`config.mk`:
```
export PLATFORM = sky130hd
export DESIGN_NAME = router_fsm_nch
export DESIGN_NICKNAME = d
export VERILOG_FILES = /design/src/rtl/router_fsm_nch.sv
export SDC_FILE = /design/constraint.sdc
export NUM_CORES = 1
export LEC_CHECK = 0
export CAP_MARGIN = 20
export CORE_AREA = 2 2 60 56
export DETAILED_ROUTE_END_ITERATION = 6
export DIE_AREA = 0 0 62 58
export HOLD_SLACK_MARGIN = 0.15
export PLACE_DENSITY = 0.74
export SYNTH_ARGS = -nofsm -noshare
export SYNTH_HDL_FRONTEND = slang
export SYNTH_SLANG_ARGS = --single-unit
```
`constraint.sdc`:
```
create_clock -name clock -period 4.49 [get_ports clock]
set_input_delay 0.898 -clock clock [delete_from_list [all_inputs] [get_ports clock]]
set_output_delay 0.898 -clock clock [all_outputs]
set_load 0.03 [all_outputs]
```
`src/rtl/router_fsm_nch.sv`:
```
// Packet-control FSM for a 1xN router: decodes the header address and sequences
// header/payload/parity writes into one of N output FIFOs, with wait timeout and drop.
module router_fsm_nch #(
    parameter int unsigned NUM_PORTS    = 3,
    parameter int unsigned ADDR_WIDTH   = 2,
    parameter int unsigned DATA_WIDTH   = 8,
    parameter int unsigned WAIT_TIMEOUT = 30
) (
    input  logic                  clock,
    input  logic                  reset,
    input  logic                  pkt_valid,
    input  logic [DATA_WIDTH-1:0] data_in,
    input  logic                  parity_done,
    input  logic                  low_pkt_valid,
    input  logic [NUM_PORTS-1:0]  fifo_full,
    input  logic [NUM_PORTS-1:0]  fifo_empty,
    input  logic [NUM_PORTS-1:0]  soft_reset,
    output logic                  busy,
    output logic                  detect_add,
    output logic                  lfd_state,
    output logic                  ld_state,
    output logic                  laf_state,
    output logic                  full_state,
    output logic                  rst_int_reg,
    output logic                  write_enb_reg,
    output logic [NUM_PORTS-1:0]  write_enb,
    output logic [ADDR_WIDTH-1:0] addr_out,
    output logic                  drop_state,
    output logic                  timeout_err
);

    localparam int unsigned NSLOT = 2 ** ADDR_WIDTH;
    localparam int unsigned CNT_W = (WAIT_TIMEOUT > 2) ? $clog2(WAIT_TIMEOUT) : 1;

    typedef enum logic [3:0] {
        ST_DECODE       = 4'd0,
        ST_LFD          = 4'd1,
        ST_WAIT_EMPTY   = 4'd2,
        ST_LOAD_DATA    = 4'd3,
        ST_FIFO_FULL    = 4'd4,
        ST_LAF          = 4'd5,
        ST_LOAD_PARITY  = 4'd6,
        ST_CHECK_PARITY = 4'd7,
        ST_DROP         = 4'd8,
        ST_DROP_PARITY  = 4'd9
    } state_t;

    state_t                  state_q, state_d;
    logic [ADDR_WIDTH-1:0]   addr_d;
    logic [ADDR_WIDTH-1:0]   hdr_addr;
    logic [CNT_W-1:0]        cnt_q, cnt_d;
    logic                    timeout_d;
    logic [NSLOT-1:0]        empty_ext, full_ext, srst_ext;
    logic                    data_unused;

    // Only the address bits of the header matter to the controller.
    assign data_unused = ^data_in;

    // Next-state, address latch and wait counter.
    always_comb begin
        state_d   = state_q;
        addr_d    = addr_out;
        cnt_d     = '0;
        timeout_d = 1'b0;
        hdr_addr  = data_in[ADDR_WIDTH-1:0];
        empty_ext = NSLOT'(fifo_empty);
        full_ext  = NSLOT'(fifo_full);
        srst_ext  = NSLOT'(soft_reset);

        case (state_q)
            ST_DECODE: begin
                if (pkt_valid) begin
                    addr_d = hdr_addr;
                    if (32'(hdr_addr) >= NUM_PORTS) begin
                        state_d = ST_DROP;
                    end else if (empty_ext[hdr_addr]) begin
                        state_d = ST_LFD;
                    end else begin
                        state_d = ST_WAIT_EMPTY;
                    end
                end
            end
            ST_LFD: state_d = ST_LOAD_DATA;
            ST_WAIT_EMPTY: begin
                if (empty_ext[addr_out]) begin
                    state_d = ST_LFD;
                end else if (cnt_q == CNT_W'(WAIT_TIMEOUT - 1)) begin
                    state_d   = ST_DROP;
                    timeout_d = 1'b1;
                end else begin
                    cnt_d = cnt_q + CNT_W'(1);
                end
            end
            ST_LOAD_DATA: begin
                if (full_ext[addr_out]) begin
                    state_d = ST_FIFO_FULL;
                end else if (!pkt_valid) begin
                    state_d = ST_LOAD_PARITY;
                end
            end
            ST_FIFO_FULL: begin
                if (!full_ext[addr_out]) begin
                    state_d = ST_LAF;
                end
            end
            ST_LAF: begin
                if (parity_done) begin
                    state_d = ST_DECODE;
                end else if (low_pkt_valid) begin
                    state_d = ST_LOAD_PARITY;
                end else begin
                    state_d = ST_LOAD_DATA;
                end
            end
            ST_LOAD_PARITY:  state_d = ST_CHECK_PARITY;
            ST_CHECK_PARITY: state_d = full_ext[addr_out] ? ST_FIFO_FULL : ST_DECODE;
            ST_DROP:         state_d = pkt_valid ? ST_DROP : ST_DROP_PARITY;
            ST_DROP_PARITY:  state_d = ST_DECODE;
            default:         state_d = ST_DECODE;
        endcase

        // Soft reset of the latched channel aborts any packet in flight.
        if (srst_ext[addr_out] &&
            !(state_q inside {ST_DECODE, ST_DROP, ST_DROP_PARITY})) begin
            state_d   = ST_DECODE;
            cnt_d     = '0;
            timeout_d = 1'b0;
        end
    end

    // State register with outputs decoded from the next state so they align with it.
    always_ff @(posedge clock) begin
        if (reset) begin
            state_q       <= ST_DECODE;
            addr_out      <= '0;
            cnt_q         <= '0;
            timeout_err   <= 1'b0;
            busy          <= 1'b0;
            detect_add    <= 1'b1;
            lfd_state     <= 1'b0;
            ld_state      <= 1'b0;
            laf_state     <= 1'b0;
            full_state    <= 1'b0;
            rst_int_reg   <= 1'b0;
            write_enb_reg <= 1'b0;
            drop_state    <= 1'b0;
            write_enb     <= '0;
        end else begin
            state_q       <= state_d;
            addr_out      <= addr_d;
            cnt_q         <= cnt_d;
            timeout_err   <= timeout_d;
            busy          <= state_d inside {ST_LFD, ST_WAIT_EMPTY, ST_FIFO_FULL,
                                             ST_LAF, ST_LOAD_PARITY, ST_CHECK_PARITY};
            detect_add    <= (state_d == ST_DECODE);
            lfd_state     <= (state_d == ST_LFD);
            ld_state      <= (state_d == ST_LOAD_DATA);
            laf_state     <= (state_d == ST_LAF);
            full_state    <= (state_d == ST_FIFO_FULL);
            rst_int_reg   <= (state_d == ST_CHECK_PARITY);
            write_enb_reg <= state_d inside {ST_LOAD_DATA, ST_LAF, ST_LOAD_PARITY};
            drop_state    <= state_d inside {ST_DROP, ST_DROP_PARITY};
            if (state_d inside {ST_LFD, ST_LOAD_DATA, ST_LAF, ST_LOAD_PARITY}) begin
                write_enb <= NUM_PORTS'(NSLOT'(1) << addr_d);
            end else begin
                write_enb <= '0;
            end
        end
    end

endmodule

```
==> impl_metrics.toml, run 1 <==
[global_routing]
grt_antenna_before_repair = 0
grt_pass1_vias = 1094
grtUsageTotal_pct = 16.1
grt_max_degree = 13
overflow = 0
grt_pass1_wl_mm = 4.43

[hold_path]
holdPathStages = 1
min_path_type = "reg -> reg"

[sta]
fmax_mhz = 358
tightest_slew_ns = 0.504
min_period_over_period_pct = 62.3
slew_headroom_pct = 66.2
finalCriticalPeriod_ns = 2.80
setup-tns-final_ns = 0
grt_setup_unrepaired = "false"
whs_ns = 0.491
hold_viol = 0
setup_viol = 0
skew_ns = 0.00320
maxSlewViolCount = 0

[logic_synthesis]
syn_nets = 173
avgSynthCellArea_um2 = 8.67
synthTopCellsByArea = "dfxtp_1 37%, nor2_1 5.2%, nand2_1 3.8%"
synthFlopType = "dfxtp_1"
synth_edf_count = 0
synth-seq-cells = 24
netlist_instances = 149
yosysTopAreaCell = "dfxtp_1"
synthArstFlopShare_pct = 0
synth_cell_types = 47
synth.cell_area_mm2 = 0.00129
synth_seq_area_share_pct = 37.2
yosys_warnings = 0
synthDominantCellAreaShare_pct = 37.2

[power]
power.total_mw = 0.791
peakVddDrop_mv = 0.221
powerDensity_mw_per_mm2 = 493
power_leakage_nw = 0.580

[worst_setup_path]
cp-end-kind = "flop"
critical-path-top-delay-family = "compound AO/OA/AOI/OAI gates"
path_buf_inv = 1
critPathMaxFanout = 8
cp_num_cells = 7
cp_data_arrival_time_ns = 3.03
required_ns = 4.72
path_class = "in -> reg"
reg2reg_depth = 6
cpMaxStageDelayCell = "clkdlybuf4s50_1"
crit_chain = "clkdlybuf4s50_1, mux2_4, or2b_1, a21oi_1, a311o_1, or3_4, a31oi_1"
slowest_delay_ns = 0.60
start_kind = "primary input"

[cells_and_area]
mostFrequentLayoutCell = "clkdlybuf4s50_1"
antennaDiodeCount = 0
drive_gt1_share_pct = 7.43
ff_latch_area_um2 = 480
final_cell_mix = "30 x clkdlybuf4s50_1, 24 x dfxtp_1, 18 x nor2_1"
finish.net_count = 201
multi_input_area_um2 = 724
area_growth_pct = 24.0
num-fill-cells = 275
instances_no_fill = 217
largest_register_ffs = 5

[detailed_routing]
dr_total_vias = 1119
ant_nets = 0
first_pass_iters = 5
first_iter_violations = 41
drt_wl_total_mm = 2.63
routedWlPerCell_um = 12.1
drc = 0
vias_per_cell = 5.16

[placed_design]
dp_hpwl_mm = 2.03
portBuffers = 30
place_inst = 214
gp_congestion = 0.825

[clock_tree]
cts_max_path_buffers = 2
cts_setup_buffers = 0
cts_root_buf = "clkbuf_4"
cts.clk_slew.worst_paths_ns = 0.11
cts_buffers = 3
ctsResizeCount = 0
holdBufCountCts = 0
htreeDepth = 1
cts_tree = "built"
cts_num_sinks = 24
insertion_delay_ns = 0.30

[floorplanning]
fp.coreArea_mm2 = 0.00297
die_area_mm2 = 0.00360
ioPinCount = 37
fp.dieH_um = 58
die_w_um = 62
initial_utilization_pct = 43.5
rows = 19

[job]
cap_violations = 0

[run_status]
status = "completed"
-- worst paths after layout --
check | start | to | slack (ns)
hold reg to reg | cnt_q[0]$_SDFF_PP0_ | cnt_q[0]$_SDFF_PP0_ | 0.49
setup / recovery | data_in[1] | write_enb[2]$_SDFF_PP0_ | 1.69
hold / removal | cnt_q[0]$_SDFF_PP0_ | cnt_q[0]$_SDFF_PP0_ | 0.49
setup reg to reg | addr_out[1]$_SDFF_PP0_ | write_enb[2]$_SDFF_PP0_ | 2.28
-- routing by layer --
metal,wire length [µm],track usage (%),vias to the layer above
li1,-,-,585
met2,1270,28.9,32
met5,0,0,-
met1,1200,19.3,500
met3,148,3.35,2
met4,8,3.65,0
-- synthesized netlist by cell type, drive strengths merged (2+ instances only) --
library cell  number
dfxtp             24
nor2              18
nand2             13
a21oi              9
nand3              8
buf                7
nor3               7
inv                6
a31oi              5
nand3b             5
o21ai              5
mux2i              3
or2                3
xor2               3
and3               2
ha                 2
mux2               2
nor3b              2
o22a               2
xnor2              2
-- cells by family (layout without fill, tap and decap cells) --
kind of cell / Yosys count / after routing / share of synthesized area, %
and+or+nand+nor: 67 / 67 / 28.1
AOI/OAI and AO/OA: 33 / 33 / 17.0
DFF: 24 / 24 / 37.2
buffers and inverters: 13 / 39 / 6.78
xor gates and xnor gates: 5 / 5 / 3.39
muxes: 5 / 5 / 5.61
adders and majority gates: 2 / 2 / 1.94
-- stage by stage --
stage,setup WS (ns),utilization (%),instance area [µm²]
floorplan,2.16,-,1290
global placement,1.43,53.2,1580
detailed placement,1.41,53.2,1580
CTS,1.72,53.9,1600
global route,1.64,53.9,1600
finish,1.69,53.9,1600
-- power by group --
group | internal (mW) | switching, mW | leakage (nW)
clock network | 0.0313 | 0.0547 | 0.0138
registers | 0.250 | 0.0500 | 0.195
logic | 0.173 | 0.232 | 0.371
-- final cells by class --
class                           instances  area share, %
Multi-Input combinational cell        112           45.2
Sequential cell                        24           30.0
Timing Repair Buffer                   30           18.7
Tap cell                               42           3.28
Clock buffer                            3           1.41
Inverter                                6           1.41
No activity file was read; power rests on OpenSTA's default activity.
==> run 2, diff against run 1 <==
--- a/config.mk
+++ b/config.mk
@@ -6,11 +6,11 @@
 export NUM_CORES = 1
 export LEC_CHECK = 0
 export CAP_MARGIN = 20
-export CORE_AREA = 2 2 60 56
+export CORE_AREA = 2 2 62 58
 export DETAILED_ROUTE_END_ITERATION = 6
-export DIE_AREA = 0 0 62 58
+export DIE_AREA = 0 0 64 60
 export HOLD_SLACK_MARGIN = 0.15
-export PLACE_DENSITY = 0.74
+export PLACE_DENSITY = 0.73
 export SYNTH_ARGS = -nofsm -noshare
 export SYNTH_HDL_FRONTEND = slang
 export SYNTH_SLANG_ARGS = --single-unit
==> constraint.sdc (replaced) <==
create_clock -name clock -period 2.25 [get_ports clock]
set_input_delay 0.45 -clock clock [delete_from_list [all_inputs] [get_ports clock]]
set_output_delay 0.45 -clock clock [all_outputs]
set_load 0.03 [all_outputs]
==> run 2 against run 1 <==
Effect of this change:
- hold slack better by 0.0012 ns
- global-route usage is 0.23 points lower
- flip-flop and latch count stayed put
- first-iteration DRC count rose by 46%
- core utilization down 0.45 points
- critical path depth did not move
- register-to-register slack worse by 2.1 ns
- via count increased by 9.7%
- count of clock-buffer cells in the layout grew 1
- largest cell class unchanged
==> impl_metrics.toml, run 2 (synthesized netlist as in run 1, its figures left out) <==
[clock_tree]
cts_max_path_buffers = 2
holdBufCountCts = 0
cts_setup_buffers = 0
cts_tree = "built"
cts_num_sinks = 24
cts.clk_slew.worst_paths_ns = 0.13
cts_buffers = 3
htreeDepth = 1
cts_root_buf = "clkbuf_4"
insertion_delay_ns = 0.31

[cells_and_area]
finish.net_count = 215
antennaDiodeCount = 0
ff_latch_area_um2 = 483
largest_register_ffs = 5
drive_gt1_share_pct = 15.8
num-fill-cells = 280
finish.utilization_pct = 53.5
mostFrequentLayoutCell = "clkdlybuf4s50_1"
area_growth_pct = 33.6
final_cell_mix = "30 x clkdlybuf4s50_1, 22 x dfxtp_1, 18 x nor2_1"
multi_input_area_um2 = 724

[detailed_routing]
first_pass_iters = 4
routedWlPerCell_um = 12.4
dr_total_vias = 1228
ant_nets = 0
first_iter_violations = 60
drc = 0
vias_per_cell = 5.25
drt_wl_total_mm = 2.91

[power]
cellInternalPower_mw = 1.06
power_leakage_nw = 0.655
seq_power_share_pct = 33.6
p_sw_mw = 0.720
power.total_mw = 1.77
power.share.switching_pct = 40.6
combPwrFrac_pct = 53.6
peakVddDrop_mv = 0.514
clock_power_share_pct = 12.7
powerDensity_mw_per_mm2 = 1030

[sta]
hold_viol = 0
tightest_slew_ns = 0.423
min_period_over_period_pct = 91.7
setup_viol = 0
maxSlewViolCount = 0
slew_headroom_pct = 71.8
grt_setup_unrepaired = "false"
finalCriticalPeriod_ns = 2.06
skew_ns = 0.00254
fmax_mhz = 484
setup-tns-final_ns = 0

[global_routing]
grt_antenna_before_repair = 0
overflow = 0
grtUsageTotal_pct = 15.9
grt_pass1_vias = 1160
grt_max_degree = 14
grt_pass1_wl_mm = 4.83

[floorplanning]
die_w_um = 64
rows = 20
initial_utilization_pct = 40.0
fp.dieH_um = 60
ioPinCount = 37
die_area_mm2 = 0.00384
fp.coreArea_mm2 = 0.00323

[run_status]
status = "completed"

[worst_setup_path]
cpMaxStageDelayCell = "clkdlybuf4s50_1"
cp_data_arrival_time_ns = 2.32
critPathMaxFanout = 3
slowest_delay_ns = 0.51
crit_chain = "clkdlybuf4s50_1, mux2_4, or2b_1, a21oi_1, a311o_1, or3_4, a31oi_1"
path_class = "in -> reg"
cp-end-kind = "flop"
required_ns = 2.50
start_kind = "primary input"

[hold_path]
min_path_type = "reg -> reg"

[placed_design]
gp_congestion = 0.857
portBuffers = 30
dp_hpwl_mm = 2.28

[job]
cap_violations = 0
## run 2: cell types whose count changed in the layout (fill, tap and decap cells not counted)
cell      previous run  this run
buf_4                0        14
dfxtp_1             24        22
dfxtp_2              0         2
clkbuf_8             0         1
## run 2: path summary, 6_finish.rpt
| path | depth (start not counted) | end | from | slack (ns) |
|---|---|---|---|---|
| hold / removal | 1 | cnt_q[0]$_SDFF_PP0_ | cnt_q[0]$_SDFF_PP0_ | 0.49 |
| setup / recovery | 7 | write_enb[1]$_SDFF_PP0_ | data_in[1] | 0.19 |
| setup reg to reg | 7 | write_enb[1]$_SDFF_PP0_ | state_q[2]$_SDFF_PP0_ | 0.22 |
| hold reg to reg | 1 | cnt_q[0]$_SDFF_PP0_ | cnt_q[0]$_SDFF_PP0_ | 0.49 |
## run 2: area by class of cell
type	count	share of cell area [%]
Tap cell	44	3.19
Timing Repair Buffer	44	23.5
Sequential cell	24	28.0
Clock buffer	4	2.10
Multi-Input combinational cell	112	42.0
Inverter	6	1.30
## run 2: repair_timing
item / CTS / global route
endpoints found under the setup margin: 0 / 4
endpoints found under the hold margin: 0 / 0
gates resized for setup: 0 / 2
## run 2: stage by stage
step	hold slack [ns]	instances	cell area, µm²	setup WS, ns
3_5_place_dp	0.470	230	1690	-0.136
5_1_grt	0.520	234	1730	0.0872
3_3_place_gp	0.444	230	1690	-0.118
4_1_cts	0.500	234	1720	0.0755
2_1_floorplan	0.433	149	1290	0.181
6_report	0.492	234	1730	0.186
## run 2: metal layers
layer	track usage [%]	part of all wire [%]	up-vias	wire, µm
li1	-	-	613	-
met3	5.27	7.3	2	211
met5	0	0	-	0
met4	3.42	0.41	0	12
met1	18.2	43	562	1250
met2	29.0	49	51	1430
## run 2: power by group through the flow
stage | registers (mW) | logic, mW | clock network, mW
detailed placement | 0.607 | 0.951 | 0
CTS | 0.596 | 0.954 | 0.230
floorplan | 0.642 | 0.615 | 0
global route | 0.610 | 1.05 | 0.249
global placement | 0.600 | 0.938 | 0
finish | 0.597 | 0.952 | 0.226
## run 2: critical path, delay by kind of cell
kind | cells | cell delay [ns]
compound gates | 3 | 0.49
buf+inv | 1 | 0.51
mux | 1 | 0.32
simple gates | 2 | 0.54
